$ cat src/rtl/ptc_pkg.sv
// Shared types and constants for the PTC delay-line tap stepper.
// The helpers here size the tap vector from the coarse select width.
package ptc_pkg;

    typedef enum logic [1:0] {
        IDLE    = 2'd0,
        OVERLAP = 2'd1,
        SETTLE  = 2'd2
    } ptc_state_e;

    localparam int unsigned RESET_SEL = 32'd1;

    function automatic int unsigned ntap_of(input int unsigned sel_w);
        return (32'd1 << sel_w) - 32'd1;
    endfunction

endpackage

$ cat src/rtl/ptc_sel_to_tap.sv
// Combinational select-to-tap encoder: select 0 is bypass (all zero),
// select k>0 lights bit k-1 (one-hot) or bits k-1..0 (thermometer).
module ptc_sel_to_tap
    import ptc_pkg::*;
#(
    parameter int unsigned SEL_W  = 4,
    parameter bit          THERMO = 1'b0
) (
    input  logic [SEL_W-1:0]            sel,
    output logic [ntap_of(SEL_W)-1:0]   vec
);

    localparam int unsigned NTAP = ntap_of(SEL_W);

    int unsigned sel_ext_s;
    assign sel_ext_s = 32'(sel);

    // Tap k (1-based) is lit when the select reaches it (thermometer) or equals it (one-hot).
    always_comb begin
        vec = '0;
        for (int unsigned k = 32'd1; k <= NTAP; k++) begin
            if (THERMO) begin
                vec[k-32'd1] = (sel_ext_s >= k);
            end else begin
                vec[k-32'd1] = (sel_ext_s == k);
            end
        end
    end

endmodule

$ cat src/rtl/ptc_tap_stepper.sv
// Walks the delay-line tap select toward the latest coarse target one tap at a time,
// with a settle gap after every step and an optional make-before-break overlap.
module ptc_tap_stepper
    import ptc_pkg::*;
#(
    parameter int unsigned CODE_W     = 10,
    parameter int unsigned SEL_W      = 4,
    parameter int unsigned SETTLE_CYC = 3,
    parameter bit          THERMO     = 1'b0,
    parameter bit          MBB        = 1'b0
) (
    input  logic                        clk,
    input  logic                        rst_n,
    input  logic [CODE_W-1:0]           code,
    input  logic                        code_vld,
    input  logic                        hold,
    output logic [ntap_of(SEL_W)-1:0]   T,
    output logic [ntap_of(SEL_W)-1:0]   Tb,
    output logic [SEL_W-1:0]            cur_sel,
    output logic                        busy,
    output logic                        at_target
);

    localparam int unsigned       NTAP      = ntap_of(SEL_W);
    localparam bit                MBB_EFF   = MBB && !THERMO;
    localparam logic [7:0]        SETTLE_LD = 8'(SETTLE_CYC);
    localparam logic [SEL_W-1:0]  SEL_RST   = SEL_W'(RESET_SEL);
    localparam logic [NTAP-1:0]   T_RST     = {{(NTAP-1){1'b0}}, 1'b1};

    ptc_state_e        state_r,    state_nx_s;
    logic [SEL_W-1:0]  tgt_r,      tgt_nx_s;
    logic [SEL_W-1:0]  cur_sel_r,  cur_sel_nx_s;
    logic [SEL_W-1:0]  pend_sel_r, pend_sel_nx_s;
    logic [7:0]        cnt_r,      cnt_nx_s;
    logic [NTAP-1:0]   t_r,        t_nx_s;
    logic [NTAP-1:0]   tb_r;
    logic              busy_r,     busy_nx_s;
    logic              at_tgt_r,   at_tgt_nx_s;
    logic [SEL_W-1:0]  step_sel_s;
    logic [SEL_W-1:0]  new_sel_s;
    logic [NTAP-1:0]   old_vec_s;
    logic [NTAP-1:0]   new_vec_s;
    logic              code_unused_s;

    assign code_unused_s = ^code[CODE_W-SEL_W-1:0];

    // Neighbour select one tap toward the target; tgt is always in range so this never wraps.
    always_comb begin
        if (tgt_r > cur_sel_r) begin
            step_sel_s = cur_sel_r + SEL_W'(1);
        end else if (tgt_r < cur_sel_r) begin
            step_sel_s = cur_sel_r - SEL_W'(1);
        end else begin
            step_sel_s = cur_sel_r;
        end
    end

    // During OVERLAP the step direction was fixed on entry, so a retarget cannot redirect it.
    assign new_sel_s = (state_r == OVERLAP) ? pend_sel_r : step_sel_s;

    ptc_sel_to_tap #(.SEL_W(SEL_W), .THERMO(THERMO)) u_old_vec (
        .sel (cur_sel_r),
        .vec (old_vec_s)
    );

    ptc_sel_to_tap #(.SEL_W(SEL_W), .THERMO(THERMO)) u_new_vec (
        .sel (new_sel_s),
        .vec (new_vec_s)
    );

    // Next-state, next-select and next tap vector.
    always_comb begin
        state_nx_s    = state_r;
        cur_sel_nx_s  = cur_sel_r;
        pend_sel_nx_s = pend_sel_r;
        cnt_nx_s      = cnt_r;
        t_nx_s        = t_r;
        tgt_nx_s      = code_vld ? code[CODE_W-1 -: SEL_W] : tgt_r;
        case (state_r)
            IDLE: begin
                if (!hold && (tgt_r != cur_sel_r)) begin
                    if (MBB_EFF) begin
                        t_nx_s        = old_vec_s | new_vec_s;
                        pend_sel_nx_s = step_sel_s;
                        state_nx_s    = OVERLAP;
                    end else begin
                        cur_sel_nx_s = step_sel_s;
                        t_nx_s       = new_vec_s;
                        cnt_nx_s     = SETTLE_LD;
                        state_nx_s   = SETTLE;
                    end
                end else begin
                    state_nx_s = IDLE;
                end
            end
            OVERLAP: begin
                cur_sel_nx_s = pend_sel_r;
                t_nx_s       = new_vec_s;
                cnt_nx_s     = SETTLE_LD;
                state_nx_s   = SETTLE;
            end
            SETTLE: begin
                if (cnt_r <= 8'd1) begin
                    state_nx_s = IDLE;
                end else begin
                    cnt_nx_s = cnt_r - 8'd1;
                end
            end
            default: begin
                state_nx_s = IDLE;
            end
        endcase
        busy_nx_s   = (state_nx_s != IDLE) || (tgt_nx_s != cur_sel_nx_s);
        at_tgt_nx_s = !busy_nx_s;
    end

    // State and output flops; status is computed from next values so it lines up with cur_sel.
    always_ff @(posedge clk or negedge rst_n) begin
        if (!rst_n) begin
            state_r    <= IDLE;
            tgt_r      <= SEL_RST;
            cur_sel_r  <= SEL_RST;
            pend_sel_r <= SEL_RST;
            cnt_r      <= 8'd0;
            t_r        <= T_RST;
            tb_r       <= ~T_RST;
            busy_r     <= 1'b0;
            at_tgt_r   <= 1'b1;
        end else begin
            state_r    <= state_nx_s;
            tgt_r      <= tgt_nx_s;
            cur_sel_r  <= cur_sel_nx_s;
            pend_sel_r <= pend_sel_nx_s;
            cnt_r      <= cnt_nx_s;
            t_r        <= t_nx_s;
            tb_r       <= ~t_nx_s;
            busy_r     <= busy_nx_s;
            at_tgt_r   <= at_tgt_nx_s;
        end
    end

    assign T         = t_r;
    assign Tb        = tb_r;
    assign cur_sel   = cur_sel_r;
    assign busy      = busy_r;
    assign at_target = at_tgt_r;

endmodule

$ cat config.mk
export PLATFORM = sky130hd
export DESIGN_NAME = ptc_tap_stepper
export DESIGN_NICKNAME = d
export VERILOG_FILES = /design/src/rtl/ptc_pkg.sv /design/src/rtl/ptc_sel_to_tap.sv /design/src/rtl/ptc_tap_stepper.sv
export SDC_FILE = /design/constraint.sdc
export NUM_CORES = 1
export LEC_CHECK = 0
export ABC_AREA = 1
export CAP_MARGIN = 20
export CORE_ASPECT_RATIO = 2
export CORE_MARGIN = 4
export CORE_UTILIZATION = 35
export DETAILED_ROUTE_END_ITERATION = 10
export SLEW_MARGIN = 20
export SYNTH_ARGS = -nofsm -noshare
export SYNTH_HDL_FRONTEND = slang
export SYNTH_SLANG_ARGS = --single-unit
$ cat constraint.sdc
create_clock -name clk -period 1.7 [get_ports clk]
set_input_delay 0.34 -clock clk [delete_from_list [all_inputs] [get_ports clk]]
set_output_delay 0.34 -clock clk [all_outputs]
set_load 0.05 [all_outputs]
Yosys cells after proc, flatten, opt, wreduce, memory -nomap -nowiden
Index checks and enable logic that the tools add are counted.

Bits in registers: 50. Latch bits: 0. RAM bits: 0. ROM bits: 0. Memories: 0.

Add/sub/neg operators: 3. Multipliers: 0. Divide/modulo/power cells: 0. Order comparisons: 3. Equality and inequality tests: 21. Shift-type cells: 0. Multiplexer cells: 14. Bitwise logic cells: 1. Reductions and logical operators: 8.

Operators with widths (count): == test 4 bit, second input constant (8); case mux 15 bit (2 select lines) (1); case mux 8 bit (3 select lines) (1); two-way mux 4 bit (5); == test 4 x 3 -> 1 bit, second input constant (4); two-way mux 8 bit (2); two-way mux 15 bit (1); inverter 15 bit (1); == test 4 x 2 -> 1 bit, second input constant (2); less-or-equal comparator 8 x 1 -> 1 bit, second input constant (1); != test 4 bit (2); case mux 4 bit (2 select lines) (1); subtractor 8 x 1 -> 8 bit, second input constant (1); case mux 2 bit (3 select lines) (1); adder 4 x 1 -> 4 bit, second input constant (1); == test 4 x 1 -> 1 bit, second input constant (1); greater-than comparator 4 bit (1); < comparator 4 bit (1); two-way mux 2 bit (2); != test 2 bit, second input constant (2); subtractor 4 x 1 -> 4 bit, second input constant (1); AND reduction 3 bit (1); nonzero test 3 bit (1); == test 2 x 1 -> 1 bit, second input constant (1); 6 further kinds (7).

Depth between registers and ports, before layout
Gate-level depths: netlist (run 1).

Depth in word-level cells: 8. Depth in mapped cells: 16.

Cells and area by module
From an unflattened synthesis (run 1), not the netlist that was laid out.

Cell total of the unflattened synthesis: 303. Area, all modules: 2635.0 um^2.

Modules (own cells, without submodules): ptc_tap_stepper (instances 1, cells each 276, area each 2533.7 um^2, seq. area each 1273.7 um^2); ptc_sel_to_tap (instances 1, cells each 27, area each 101.3 um^2, seq. area each 0.0 um^2).

Least setup slack after synthesis (run 1)
Ideal clock, no wire load.

Path type: flip-flop to flip-flop. From: reg cur_sel_r[2] (netlist: cur_sel[2]). To: reg with a tool-made name. Data arrival time: 2.156 ns. Data required time: 1.576 ns. Path slack: -0.580 ns. Stages on the path, launching flop included: 12. Buffers on the path: 0. Path through: dfrtp_1 -> inv_1 -> ha_1 -> nand2_2 -> inv_2 -> nand2_1 -> nand2_2 -> nand2_1 -> xor2_1 -> nor2_1 -> a22oi_1 -> inv_1.

RTL lines: from (decl) (line ptc_tap_stepper.sv:32) `logic [SEL_W-1:0] cur_sel_r, cur_sel_nx_s;`; from (signal assigned) (line ptc_tap_stepper.sv:132) `cur_sel_r <= cur_sel_nx_s;`.

Worst setup path in the final report (run 1)
From: reg tgt_r[0]. To: reg tb_r[6] (netlist: Tb[6]).

Cells in the longest elaborated chain, start to end: 8. Elaborated cells between the ends (all ways): 11. Those cells by class: 2 x order compare; 2 x eq/ne; 5 x mux; 1 x bitwise; 1 x reduce/logical.

Ends and longest elaborated chain: from (decl) (line ptc_tap_stepper.sv:31) `logic [SEL_W-1:0] tgt_r, tgt_nx_s;`; from (signal assigned) (line ptc_tap_stepper.sv:131) `tgt_r <= tgt_nx_s;`; < comparator 4 bit (line ptc_tap_stepper.sv:51) `end else if (tgt_r < cur_sel_r) begin`; two-way mux 4 bit (line ptc_tap_stepper.sv:51); two-way mux 4 bit (line ptc_tap_stepper.sv:49) `if (tgt_r > cur_sel_r) begin`; two-way mux 4 bit (line ptc_tap_stepper.sv:59) `assign new_sel_s = (state_r == OVERLAP) ? pend_sel_r : step_sel_s;`; == test 4 x 3 -> 1 bit (line ptc_sel_to_tap.sv:25) `vec[k-32'd1] = (sel_ext_s == k);`; two-way mux 15 bit (line ptc_tap_stepper.sv:81) `if (!hold && (tgt_r != cur_sel_r)) begin`; case mux 15 bit (2 select lines) * (line ptc_tap_stepper.sv:79) `case (state_r)`; inverter 15 bit * (line ptc_tap_stepper.sv:136) `tb_r <= ~t_nx_s;`; to (signal assigned) (line ptc_tap_stepper.sv:126) `tb_r <= ~T_RST;`; to (signal assigned) (line ptc_tap_stepper.sv:136); to (decl) (line ptc_tap_stepper.sv:36) `logic [NTAP-1:0] tb_r;`.

Every way passes the cells marked *; elsewhere a longest branch is shown, timed or not. A chain may end at the register's enable or synchronous reset.

==> flow_metrics.tcl, run 1 <==
set metrics [dict create \
    run_status "finished with violations" \
    failed_checks "setup timing" \
    dieArea_um2 8620 \
    wire_per_inst_um 13.4 \
    critPathMaxFanout 5 \
    met2_wire_length_mm 3.73 \
    wl_met1_mm 2.04 \
    placementRows 43 \
    diodes 0 \
    final_net_count 389 \
    intPower_w 0.00434 \
    finish.instance_area_um2 4010 \
    worst-setup-path-type "flop to flop" \
    starting_density_pct 35.9 \
    p_sw_w 0.00364 \
    synth_enable_flop_cells 0 \
    power.clock.fraction_pct 14.1 \
    dominantRegCellSynth "sky130_fd_sc_hd__dfrtp_1" \
    flop2flop_setup_slack_ns -0.35 \
    met3WireLength_um 194 \
    synth-seq-area-share_pct 51.1 \
    dr.first_iter.drc_count 122 \
    timing_hold_violations_final 0 \
    vias 2138 \
    worstHoldPathCells 1 \
    global_route.usage.total_pct 15.4 \
    hold_end "Tb[13]" \
    drcViolationCount 0 \
    postSynthRegisterBits 50 \
    maxClockFrequency_mhz 489 \
    r2r_end "Tb[6]" \
    clkLatencyLatePin_ns 0.30 \
    final_common_cell "sky130_fd_sc_hd__nand2_1" \
    detailedRoute.firstPassIterationCount 4 \
    timing.setup.tns_ns -10.84 \
    fin_ws_ns -0.346 \
    detail_route.wirelength_mm 6.12 \
    grt_pass1_vias 2177 \
    cap_violations 0 \
    die-width_um 67.7 \
    power.density_nw_per_um2 1990 \
    postRouteAntennaNets 0 \
    skew_ns 0.00838 \
    tritoncts.num_buffers 5 \
    fraction_of_the_core_area_covered_by_cells_at_the_end_of_the_flow_pct 57.8 \
    timing.rr.start "tgt_r[0]" \
    placed_cell_area_um2 3500 \
    tritoncts "built" \
    yosys.area_share.xor_xnor_pct 1.76 \
    maxUsedRoutingLayer "met4" \
    grt_first_pass_wirelength_mm 10.0 \
    hold-worst-slack_ns 0.485 \
    detail_route.vias_per_cell 4.67 \
    timing.critical_path.required_ns 1.93 \
    chipHeight_um 127 \
    ctsLongestPathBuffers 2 \
    power.share.combinational_pct 62.9 \
    yosys_warnings 0 \
    top_level_ports 50 \
    synth_simple_gate_area_share_pct 24.2 \
    hp-class "flop to flop" \
    library_cells_used_by_synthesis 34 \
    synth_top_family_by_area "simple AND/OR/NAND/NOR gates" \
    total_leakage_power_nw 1.87 \
    endpoint_kind "flop" \
    coreArea_um2 6940 \
    r2r.worst_path.cells 10 \
    ctsRootBufferMaster "sky130_fd_sc_hd__clkbuf_16" \
    synthCells 282 \
    commonest_cells_after_routing_fill_and_taps_aside "sky130_fd_sc_hd__nand2_1, sky130_fd_sc_hd__buf_4, sky130_fd_sc_hd__dfrtp_1" \
    power.share.sequential_pct 23.0 \
    clkTransAtPathRegs_ns 0.07 \
    gp_routability_congestion 0.808 \
    syn-num-nets 304 \
    post_route_cells_drive_above_1_share_pct 53.0 \
    grt_antenna_before_repair 0 \
    place.detailed.hpwl_mm 4.62 \
    synth_fa_ha_area_share_pct 4.02 \
    clk_sinks 50 \
    synthArstFlopShare_pct 100 \
    cts_max_level 2 \
    crit_path_start_kind "flop" \
    number_of_pins_exceeding_their_max_slew_limit_in_the_final_report 0 \
    synth.area.mux_share_pct 0 \
    worstPathArrival_ns 2.27 \
    syn-cell-area_um2 2490 \
    place_worst_setup_slack_ns -0.351 \
    synth-compound-area-share_pct 10.4 \
    grt_overflow 0 \
    synth.avg_cell_area_um2 8.84 \
    io_buf_count 43 \
    swShare_pct 45.6 \
    grt_max_degree 36 \
    area_growth_pct 61.0 \
    vdd.ir_drop.worst_mv 0.837 \
    finalSetupViolCount 44 \
    minimum_clock_period_ns 2.05 \
    rsz0062_at_grt "true" \
    period_share_pct 120 \
]
[what timing repair did]
action | in CTS | in global routing
gates resized for setup | 40 | 25
setup buffers | 6 | 5
hold buffers | 1 | 0
endpoints found under the setup margin | 44 | 44
pin swaps | 22 | 10
endpoints found under the hold margin | 12 | 0
[layer usage]
layer	vias to the layer above	GRT usage, %
met5	-	0
met4	0	6.82
met3	10	2.37
met2	41	29.6
met1	1033	15.1
li1	1054	-
[area by class of cell]
cell class              count  area (um^2)
well taps                  90          113
clock buffers               6          129
fillers                   592         2930
clock inverters             2         37.5
repair buffers             80          903
flip-flops and latches     50         1280
inverters                  53          211
multi-input cells         177         1340
[critical path, cell delays in order (launching register included)]
cell,delay (ns)
sky130_fd_sc_hd__dfstp_2,0.54
sky130_fd_sc_hd__inv_2,0.05
sky130_fd_sc_hd__ha_4,0.26
sky130_fd_sc_hd__nand2_4,0.04
sky130_fd_sc_hd__nor2_4,0.17
sky130_fd_sc_hd__inv_2,0.06
sky130_fd_sc_hd__nand3b_1,0.17
sky130_fd_sc_hd__nand4_1,0.18
sky130_fd_sc_hd__nand3b_4,0.27
sky130_fd_sc_hd__o21ai_2,0.19
sky130_fd_sc_hd__inv_2,0.04
[power by group through the flow]
stage                     Clock, W  Combinational, W  Sequential, W
final                      0.00112           0.00502        0.00183
after global routing       0.00121           0.00540        0.00188
after CTS                  0.00116           0.00467        0.00183
after detailed placement         0           0.00413        0.00185
after global placement           0           0.00407        0.00184
after floorplan                  0           0.00196        0.00251
[synth_stat cells (6+ instances only)]
cell	n	share of area [%]
sky130_fd_sc_hd__nand2_1	66	9.9
sky130_fd_sc_hd__inv_1	36	5.4
sky130_fd_sc_hd__dfrtp_1	32	32
sky130_fd_sc_hd__dfstp_2	18	19
sky130_fd_sc_hd__inv_2	17	2.6
sky130_fd_sc_hd__nor2_1	17	2.6
sky130_fd_sc_hd__nand3_1	16	3.2
sky130_fd_sc_hd__o21ai_0	10	2.0
sky130_fd_sc_hd__a21oi_1	8	1.6
sky130_fd_sc_hd__ha_1	8	4.0
sky130_fd_sc_hd__o21ai_2	8	2.8
sky130_fd_sc_hd__nor2_2	6	1.5
[worst max-delay path by stage]
stage                from       end  slack (ns)  depth (start not counted)
2_1_floorplan  cur_sel[0]  cnt_r[6]       -0.29                         13
3_3_place_gp     tgt_r[0]     Tb[2]       -0.30                         10
3_5_place_dp   cur_sel[0]      busy       -0.35                         14
4_1_cts        cur_sel[0]      busy       -0.28                         14
5_1_grt          tgt_r[0]     Tb[4]       -0.42                         13
6_report         tgt_r[0]     Tb[6]       -0.35                         10
[kinds of logic after synthesis]
family          Yosys count
simple gates            126
buf+inv                  55
flops                    50
compound gates           37
fa+ha+maj                 8
xor+xnor                  5
other cells               1
[stage by stage]
stage / cells / total power [W]
2_1_floorplan: 282 / 0.00447
3_3_place_gp: 438 / 0.00591
3_5_place_dp: 438 / 0.00598
4_1_cts: 453 / 0.00766
5_1_grt: 458 / 0.00849
6_report: 458 / 0.00797
No activity file was read; power rests on OpenSTA's default activity.
==> run 2: changes to the inputs <==
--- a/config.mk
+++ b/config.mk
@@ -10,6 +10,7 @@
 export CORE_ASPECT_RATIO = 2
 export CORE_MARGIN = 4
 export CORE_UTILIZATION = 35
+export CTS_CLUSTER_SIZE = 20
 export DETAILED_ROUTE_END_ITERATION = 10
 export SLEW_MARGIN = 20
 export SYNTH_ARGS = -nofsm -noshare
==> results of run 2 <==
Final layout, timing and power as in run 1 (identical DEF).
